## config.mk

```make
export PLATFORM = sky130hd
export DESIGN_NAME = picosoc_mem_arbiter
export DESIGN_NICKNAME = d
export VERILOG_FILES = /design/src/rtl/picosoc_bus_pkg.sv /design/src/rtl/picosoc_bus_timeout.sv /design/src/rtl/picosoc_mem_arbiter.sv
export SDC_FILE = /design/constraint.sdc
export NUM_CORES = 1
export LEC_CHECK = 0
export ABC_AREA = 1
export ABC_CLOCK_PERIOD_IN_PS = 2570
export CAP_MARGIN = 40
export CORE_AREA = 2 2 134 136
export CTS_CLUSTER_SIZE = 28
export DETAILED_ROUTE_END_ITERATION = 8
export DIE_AREA = 0 0 136 138
export GPL_ROUTABILITY_DRIVEN = 0
export PLACE_DENSITY_LB_ADDON = 0.12
export SYNTH_ARGS = -nofsm -noshare
export SYNTH_HDL_FRONTEND = slang
export SYNTH_SLANG_ARGS = --single-unit
export TNS_END_PERCENT = 20
```

## constraint.sdc

```tcl
create_clock -name clk -period 2.57 [get_ports clk]
set_input_delay 0.6425 -clock clk [delete_from_list [all_inputs] [get_ports clk]]
set_output_delay 0.6425 -clock clk [all_outputs]
set_load 0.005 [all_outputs]
```

## src/rtl/picosoc_bus_pkg.sv

```systemverilog
// ============================================================================
//  Module   : picosoc_bus_pkg
//  Purpose  : Shared constants for the PicoSoC native-bus arbiter slice:
//             FSM state encoding, master IDs and the default timeout rdata.
//  Revision : 1.0 - initial release
// ============================================================================
`default_nettype none

package picosoc_bus_pkg;

  // Arbiter FSM state encoding
  localparam logic [0:0] ST_IDLE = 1'b0;
  localparam logic [0:0] ST_BUSY = 1'b1;

  // Master IDs, also the value presented on s_owner
  localparam logic MST_CPU = 1'b0;
  localparam logic MST_DMA = 1'b1;

  // Read value handed back when the watchdog forces completion
  localparam logic [31:0] c_DEFAULT_TIMEOUT_RDATA = 32'hDEAD_BEEF;

endpackage

`default_nettype wire

```

## src/rtl/picosoc_bus_timeout.sv

```systemverilog
// ============================================================================
//  Module   : picosoc_bus_timeout
//  Purpose  : Bus watchdog counter. Held at zero by clear, counts cycles in
//             which enable is high, and flags expiry combinationally on the
//             enabled cycle where the count reaches TIMEOUT_CYCLES-1.
//             TIMEOUT_CYCLES = 0 removes the counter and never expires.
//  Revision : 1.0 - initial release
// ============================================================================
`default_nettype none

module picosoc_bus_timeout #(
  parameter int unsigned TIMEOUT_CYCLES = 1024
) (
  input  logic clk,
  input  logic reset,
  input  logic clear,
  input  logic enable,
  output logic expired
);

  generate
    if (TIMEOUT_CYCLES == 0) begin : g_disabled
      // Watchdog disabled: inputs are intentionally left unused
      logic w_unused;
      assign w_unused = &{1'b0, clk, reset, clear, enable};
      assign expired  = 1'b0;
    end else begin : g_counter
      localparam int unsigned   c_W    = $clog2(TIMEOUT_CYCLES + 1);
      localparam logic [c_W-1:0] c_LAST = c_W'(TIMEOUT_CYCLES - 1);

      logic [c_W-1:0] r_count;

      // Count enabled cycles; clear has priority so every transfer starts at zero
      always_ff @(posedge clk) begin
        if (reset || clear) begin
          r_count <= '0;
        end else if (enable) begin
          r_count <= r_count + 1'b1;
        end
      end

      assign expired = enable && (r_count == c_LAST);
    end
  endgenerate

endmodule

`default_nettype wire

```

## src/rtl/picosoc_mem_arbiter.sv

```systemverilog
// ============================================================================
//  Module   : picosoc_mem_arbiter
//  Purpose  : Two-master arbiter for the PicoSoC native memory bus. M0 is the
//             core, M1 a DMA/debug master. One cycle of arbitration in IDLE,
//             then the granted master's request is muxed onto the slave side
//             until s_ready, a watchdog expiry, or the master withdrawing.
//  Revision : 1.0 - initial release
// ============================================================================
`default_nettype none

module picosoc_mem_arbiter
  import picosoc_bus_pkg::*;
#(
  parameter int unsigned TIMEOUT_CYCLES = 1024,
  parameter logic [31:0] TIMEOUT_RDATA  = c_DEFAULT_TIMEOUT_RDATA,
  parameter bit          PRIO_M0        = 1'b0
) (
  input  logic        clk,
  input  logic        reset,
  input  logic        m0_valid,
  input  logic        m0_instr,
  input  logic [31:0] m0_addr,
  input  logic [31:0] m0_wdata,
  input  logic [3:0]  m0_wstrb,
  output logic        m0_ready,
  output logic [31:0] m0_rdata,
  input  logic        m1_valid,
  input  logic        m1_instr,
  input  logic [31:0] m1_addr,
  input  logic [31:0] m1_wdata,
  input  logic [3:0]  m1_wstrb,
  output logic        m1_ready,
  output logic [31:0] m1_rdata,
  output logic        s_valid,
  output logic        s_instr,
  output logic [31:0] s_addr,
  output logic [31:0] s_wdata,
  output logic [3:0]  s_wstrb,
  input  logic        s_ready,
  input  logic [31:0] s_rdata,
  output logic        s_owner,
  output logic        err_timeout,
  output logic [31:0] err_addr,
  input  logic        err_clear
);

  logic [0:0]  r_state;
  logic [0:0]  w_state_nxt;
  logic        r_grant;
  logic        r_last_grant;
  logic        w_winner;
  logic        r_err_timeout;
  logic [31:0] r_err_addr;
  logic        w_expired;

  // Transfer-ending conditions while BUSY. A withdrawn request aborts and
  // overrides everything; s_ready beats the watchdog in the same cycle.
  logic w_busy, w_g_valid, w_abort, w_done_ok, w_done_to, w_done;
  assign w_busy    = (r_state == ST_BUSY);
  assign w_g_valid = (r_grant == MST_DMA) ? m1_valid : m0_valid;
  assign w_abort   = w_busy && !w_g_valid;
  assign w_done_ok = w_busy && w_g_valid && s_ready;
  assign w_done_to = w_busy && w_g_valid && !s_ready && w_expired;
  assign w_done    = w_done_ok || w_done_to;

  // Watchdog: held clear in IDLE, counts BUSY cycles the slave leaves unanswered
  picosoc_bus_timeout #(
    .TIMEOUT_CYCLES (TIMEOUT_CYCLES)
  ) u_timeout (
    .clk     (clk),
    .reset   (reset),
    .clear   (!w_busy),
    .enable  (w_busy && w_g_valid && !s_ready),
    .expired (w_expired)
  );

  // Arbitration choice: fixed M0 priority, or alternate away from the last completed grant
  always_comb begin
    if (m0_valid && m1_valid) begin
      w_winner = PRIO_M0 ? MST_CPU : ~r_last_grant;
    end else begin
      w_winner = m1_valid ? MST_DMA : MST_CPU;
    end
  end

  // FSM state register
  always_ff @(posedge clk) begin
    if (reset) begin
      r_state <= ST_IDLE;
    end else begin
      r_state <= w_state_nxt;
    end
  end

  // FSM next-state logic
  always_comb begin
    w_state_nxt = r_state;
    case (r_state)
      ST_IDLE: if (m0_valid || m1_valid) w_state_nxt = ST_BUSY;
      ST_BUSY: if (w_abort || w_done)    w_state_nxt = ST_IDLE;
      default: w_state_nxt = ST_IDLE;
    endcase
  end

  // FSM outputs: slave-side mux and per-master completion pulses
  always_comb begin
    s_valid  = w_busy;
    s_owner  = r_grant;
    s_instr  = (r_grant == MST_DMA) ? m1_instr : m0_instr;
    s_addr   = (r_grant == MST_DMA) ? m1_addr  : m0_addr;
    s_wdata  = (r_grant == MST_DMA) ? m1_wdata : m0_wdata;
    s_wstrb  = (r_grant == MST_DMA) ? m1_wstrb : m0_wstrb;
    m0_ready = w_done && (r_grant == MST_CPU);
    m1_ready = w_done && (r_grant == MST_DMA);
    m0_rdata = '0;
    m1_rdata = '0;
    if (m0_ready) m0_rdata = w_done_ok ? s_rdata : TIMEOUT_RDATA;
    if (m1_ready) m1_rdata = w_done_ok ? s_rdata : TIMEOUT_RDATA;
  end

  // Register the winner on grant; last_grant moves only on a completed transfer (not on abort)
  always_ff @(posedge clk) begin
    if (reset) begin
      r_grant      <= MST_CPU;
      r_last_grant <= MST_DMA;
    end else begin
      if ((r_state == ST_IDLE) && (m0_valid || m1_valid)) r_grant <= w_winner;
      if (w_done) r_last_grant <= r_grant;
    end
  end

  // Sticky timeout flag and address capture; a new timeout outranks err_clear
  always_ff @(posedge clk) begin
    if (reset) begin
      r_err_timeout <= 1'b0;
      r_err_addr    <= '0;
    end else if (w_done_to) begin
      r_err_timeout <= 1'b1;
      r_err_addr    <= s_addr;
    end else if (err_clear) begin
      r_err_timeout <= 1'b0;
    end
  end

  assign err_timeout = r_err_timeout;
  assign err_addr    = r_err_addr;

endmodule

`default_nettype wire

```

==> results <==
metal layers:
metal  share of wire, %  global-route usage [%]  vias up  wire [um]
li1                   -                       -     2435          -
met1                 40                    20.2     2054       6630
met2                 52                    31.6      154       8710
met3                6.3                    4.29       22       1050
met4                1.9                    4.00        0        316
met5                  0                       0        -          0
cells in the final DEF, fill, tap and decap left out, types with 6 or more instances in the layout:
| cell type | Yosys | routed |
|---|---|---|
| buf_6 | 10 | 6 |
| buf_4 | 2 | 26 |
| nand2_1 | 215 | 214 |
| clkbuf_2 | 0 | 22 |
| nor2_2 | 3 | 29 |
| inv_1 | 48 | 48 |
| buf_2 | 5 | 21 |
| clkdlybuf4s50_1 | 0 | 276 |
| nor2_4 | 5 | 13 |
| nor2_1 | 109 | 75 |
| mux2i_1 | 32 | 32 |
| dlygate4sd2_1 | 0 | 17 |
| nand3_1 | 9 | 9 |
| a21oi_1 | 40 | 40 |
| dfxtp_1 | 47 | 43 |
state kept, by name, summed over array words and instances, names as in the netlist:
signal and flops:
err_addr 32, r_last_grant 1, err_timeout 1, s_owner 1, u_timeout.g_counter.r_count 11, s_valid 1
Yosys cell counts:
| cell | number | area [um2] |
|---|---|---|
| nor2_1 | 109 | 409 |
| dfxtp_1 | 47 | 941 |
| buf_4 | 2 | 15.0 |
| mux2i_1 | 32 | 320 |
| nor2_2 | 3 | 18.8 |
| nor2_4 | 5 | 56.3 |
| nand2_4 | 2 | 22.5 |
| buf_2 | 5 | 25.0 |
| clkbuf_1 | 11 | 41.3 |
| nand3_4 | 3 | 52.6 |
| xor2_1 | 2 | 17.5 |
| nand4_1 | 1 | 6.26 |
| inv_2 | 3 | 11.3 |
| nor3_1 | 2 | 10.0 |
| buf_1 | 2 | 7.51 |
| o21ai_0 | 1 | 5.00 |
| inv_1 | 48 | 180 |
| nand2_1 | 215 | 807 |
| nand3_1 | 9 | 45.0 |
| buf_6 | 10 | 113 |
| nand2_2 | 4 | 25.0 |
| a21oi_1 | 40 | 200 |
| ha_1 | 1 | 12.5 |
| a21oi_4 | 1 | 16.3 |
critical path: cells and delay by family (launching register included):
family | cells | cell delay (ns)
flip-flops | 1 | 0.35
adder cells (fa/ha/maj) | 1 | 0.13
buffers and inverters | 4 | 0.54
AND/OR/NAND/NOR | 4 | 0.44
AO/OA/AOI/OAI | 1 | 0.16
power by group through the flow:
stage	clock network (uW)	logic, uW	registers [uW]
floorplan	0	235	752
global placement	0	824	751
detailed placement	0	818	751
CTS	723	853	735
global route	751	924	735
finish	697	852	735
area by class of cell:
class,instances,area [um2]
Clock buffer,8,156
Fill cell,1872,10100
Tap cell,229,287
Multi-Input combinational cell,434,2250
Inverter,51,196
Sequential cell,47,948
Timing Repair Buffer,384,3640
final timing paths:
path,startpoint,end,cells after the start
min,err_addr[18],err_addr[18],2
max reg2reg,s_owner,err_addr[19],9
min reg2reg,err_addr[18],err_addr[18],2
max,u_timeout.g_counter.r_count[0],m0_rdata[26],10
what timing repair did:
item	4_1_cts	5_1_grt
gates cloned	4	1
resized for setup	193	65
pin swaps	17	7
buffers inserted	12	1
hold buffers	0	0
endpoints found under the setup margin	66	71
cell families after synthesis:
kind of cell,after synthesis,synth area share [%]
and+or+nand+nor,353,43.3
DFF,47,28.0
xor gates and xnor gates,2,0.522
adders and majority gates,1,0.373
muxes,32,9.54
buffers and inverters,81,11.7
AOI/OAI and AO/OA,42,6.59
per-stage QoR:
stage                     worst slack, ns  hold WS, ns  power (uW)  std cells
final                            0.000572        0.459        2280       1153
after global routing              -0.0974        0.477        2410       1153
after CTS                        0.000454        0.464        2310       1151
after detailed placement           -0.606        0.453        1570       1127
after global placement             -0.593        0.450        1580       1127
after floorplan                     0.463        0.437         987        558
==> run_results.csv <==
group,metric,value,unit
status,run_status,"completed",
worst_setup_path,worst_path_max_delay_cell,"dfxtp_2",
power_and_ir_drop,p_clk_share,30.5,%
clock_network,clock_latency,0.29,ns
clock_network,cts_buffer_depth,2,
timing,max_freq,389,MHz
die,num_rows,49,
power_and_ir_drop,power.internal,1680,uW
timing,period_minus_slack,2.57,ns
clock_network,cts.reportedPaths.clkPinSlew,0.07,ns
logic_synthesis,synth_cells,558,
final_layout,antenna_cells,0,
detailed_routing,drc,0,
clock_network,cts_tree,"yes",
worst_setup_path,arrival,1.93,ns
final_layout,design_area,0.00748,mm2
worst_setup_path,reg2reg_slack,0.87,ns
final_layout,nNetsFinal,1100,
worst_setup_path,startpoint_type,"flip-flop",
logic_synthesis,ys_ff_latch,47,
global_routing,antenna_found_initial,0,
final_layout,areaGrowthSynthToFinish,123,%
timing,hold_viol,0,
clock_network,cts_buffers,5,
global_routing,gr-total-overflow,0,
timing,skew,0.00351,ns
die,start_util,19.2,%
worst_setup_path,cp_data_required_time,1.93,ns
timing,rsz0062_at_grt,"yes",
placed_design,dpl.hpwl,12.5,mm
worst_setup_path,cp_max_fo,6,
worst_setup_path,end_kind,"primary output",
detailed_routing,drt-pass1-iter-count,4,
logic_synthesis,avgSynthCellArea,6.02,um2
final_layout,post-route-util,42.7,%
detailed_routing,via_per_inst,4.05,
power_and_ir_drop,p_comb_share,37.3,%
clock_network,cts_num_sinks,47,
timing,maxSlewHeadroom,65.6,%
detailed_routing,wl,16.7,mm
logic_synthesis,ys_types,24,
logic_synthesis,yosysSeqAreaShare,28.0,%
logic_synthesis,yosys_warnings,0,
die,io_pins,346,
timing,setup_tns,0,ns
worst_setup_path,max_stage_delay,0.35,ns
clock_network,cts_root_buffer,"clkbuf_16",
die,coreArea,0.0175,mm2
detailed_routing,vias,4665,
global_routing,grt_max_degree,49,
detailed_routing,first_iter_violations,141,
die,die_w,136,um
global_routing,grt_usage,17.3,%
clock_network,cts_max_level,2,
logic_synthesis,syn_area,0.00336,mm2
power_and_ir_drop,seq_power_share,32.2,%
worst_setup_path,path_class,"flip-flop to primary output",
timing,setup_violations,0,
power_and_ir_drop,irDropWorstVdd,0.218,mV
power_and_ir_drop,power.leakage,0.00325,uW
logic_synthesis,syn_nets,735,
detailed_routing,wl_per_cell,14.5,um
placed_design,port_buffers,345,
global_routing,grt_first_pass_wirelength,25.6,mm
timing,period_share,100,%
worst_setup_path,path_cells,"ha_4, inv_1, nor2_4, nand3_4, a21oi_4, buf_6, buf_8, nand2_8, nor2_2, clkdlybuf4s15_2",
hold_path,hold_path.class,"flip-flop to flip-flop",
power_and_ir_drop,swShare,26.6,%
power_and_ir_drop,power_per_cell_area,305,mW/mm2
die,die_area,0.0188,mm2
die,fp.dieH,138,um
power_and_ir_drop,switchingPower,607,uW
placed_design,postPlaceCellArea,0.00714,mm2
detailed_routing,drtAntennaViolNets,0,
final_layout,drive_gt1_share,17.1,%
run,drv_cap,0,
timing,worst_slew_pin_slew,0.513,ns
timing,report.final.slew_viol_count,0,
global_routing,grt_pass1_vias,4554,
(Power assumes the default switching activity.)
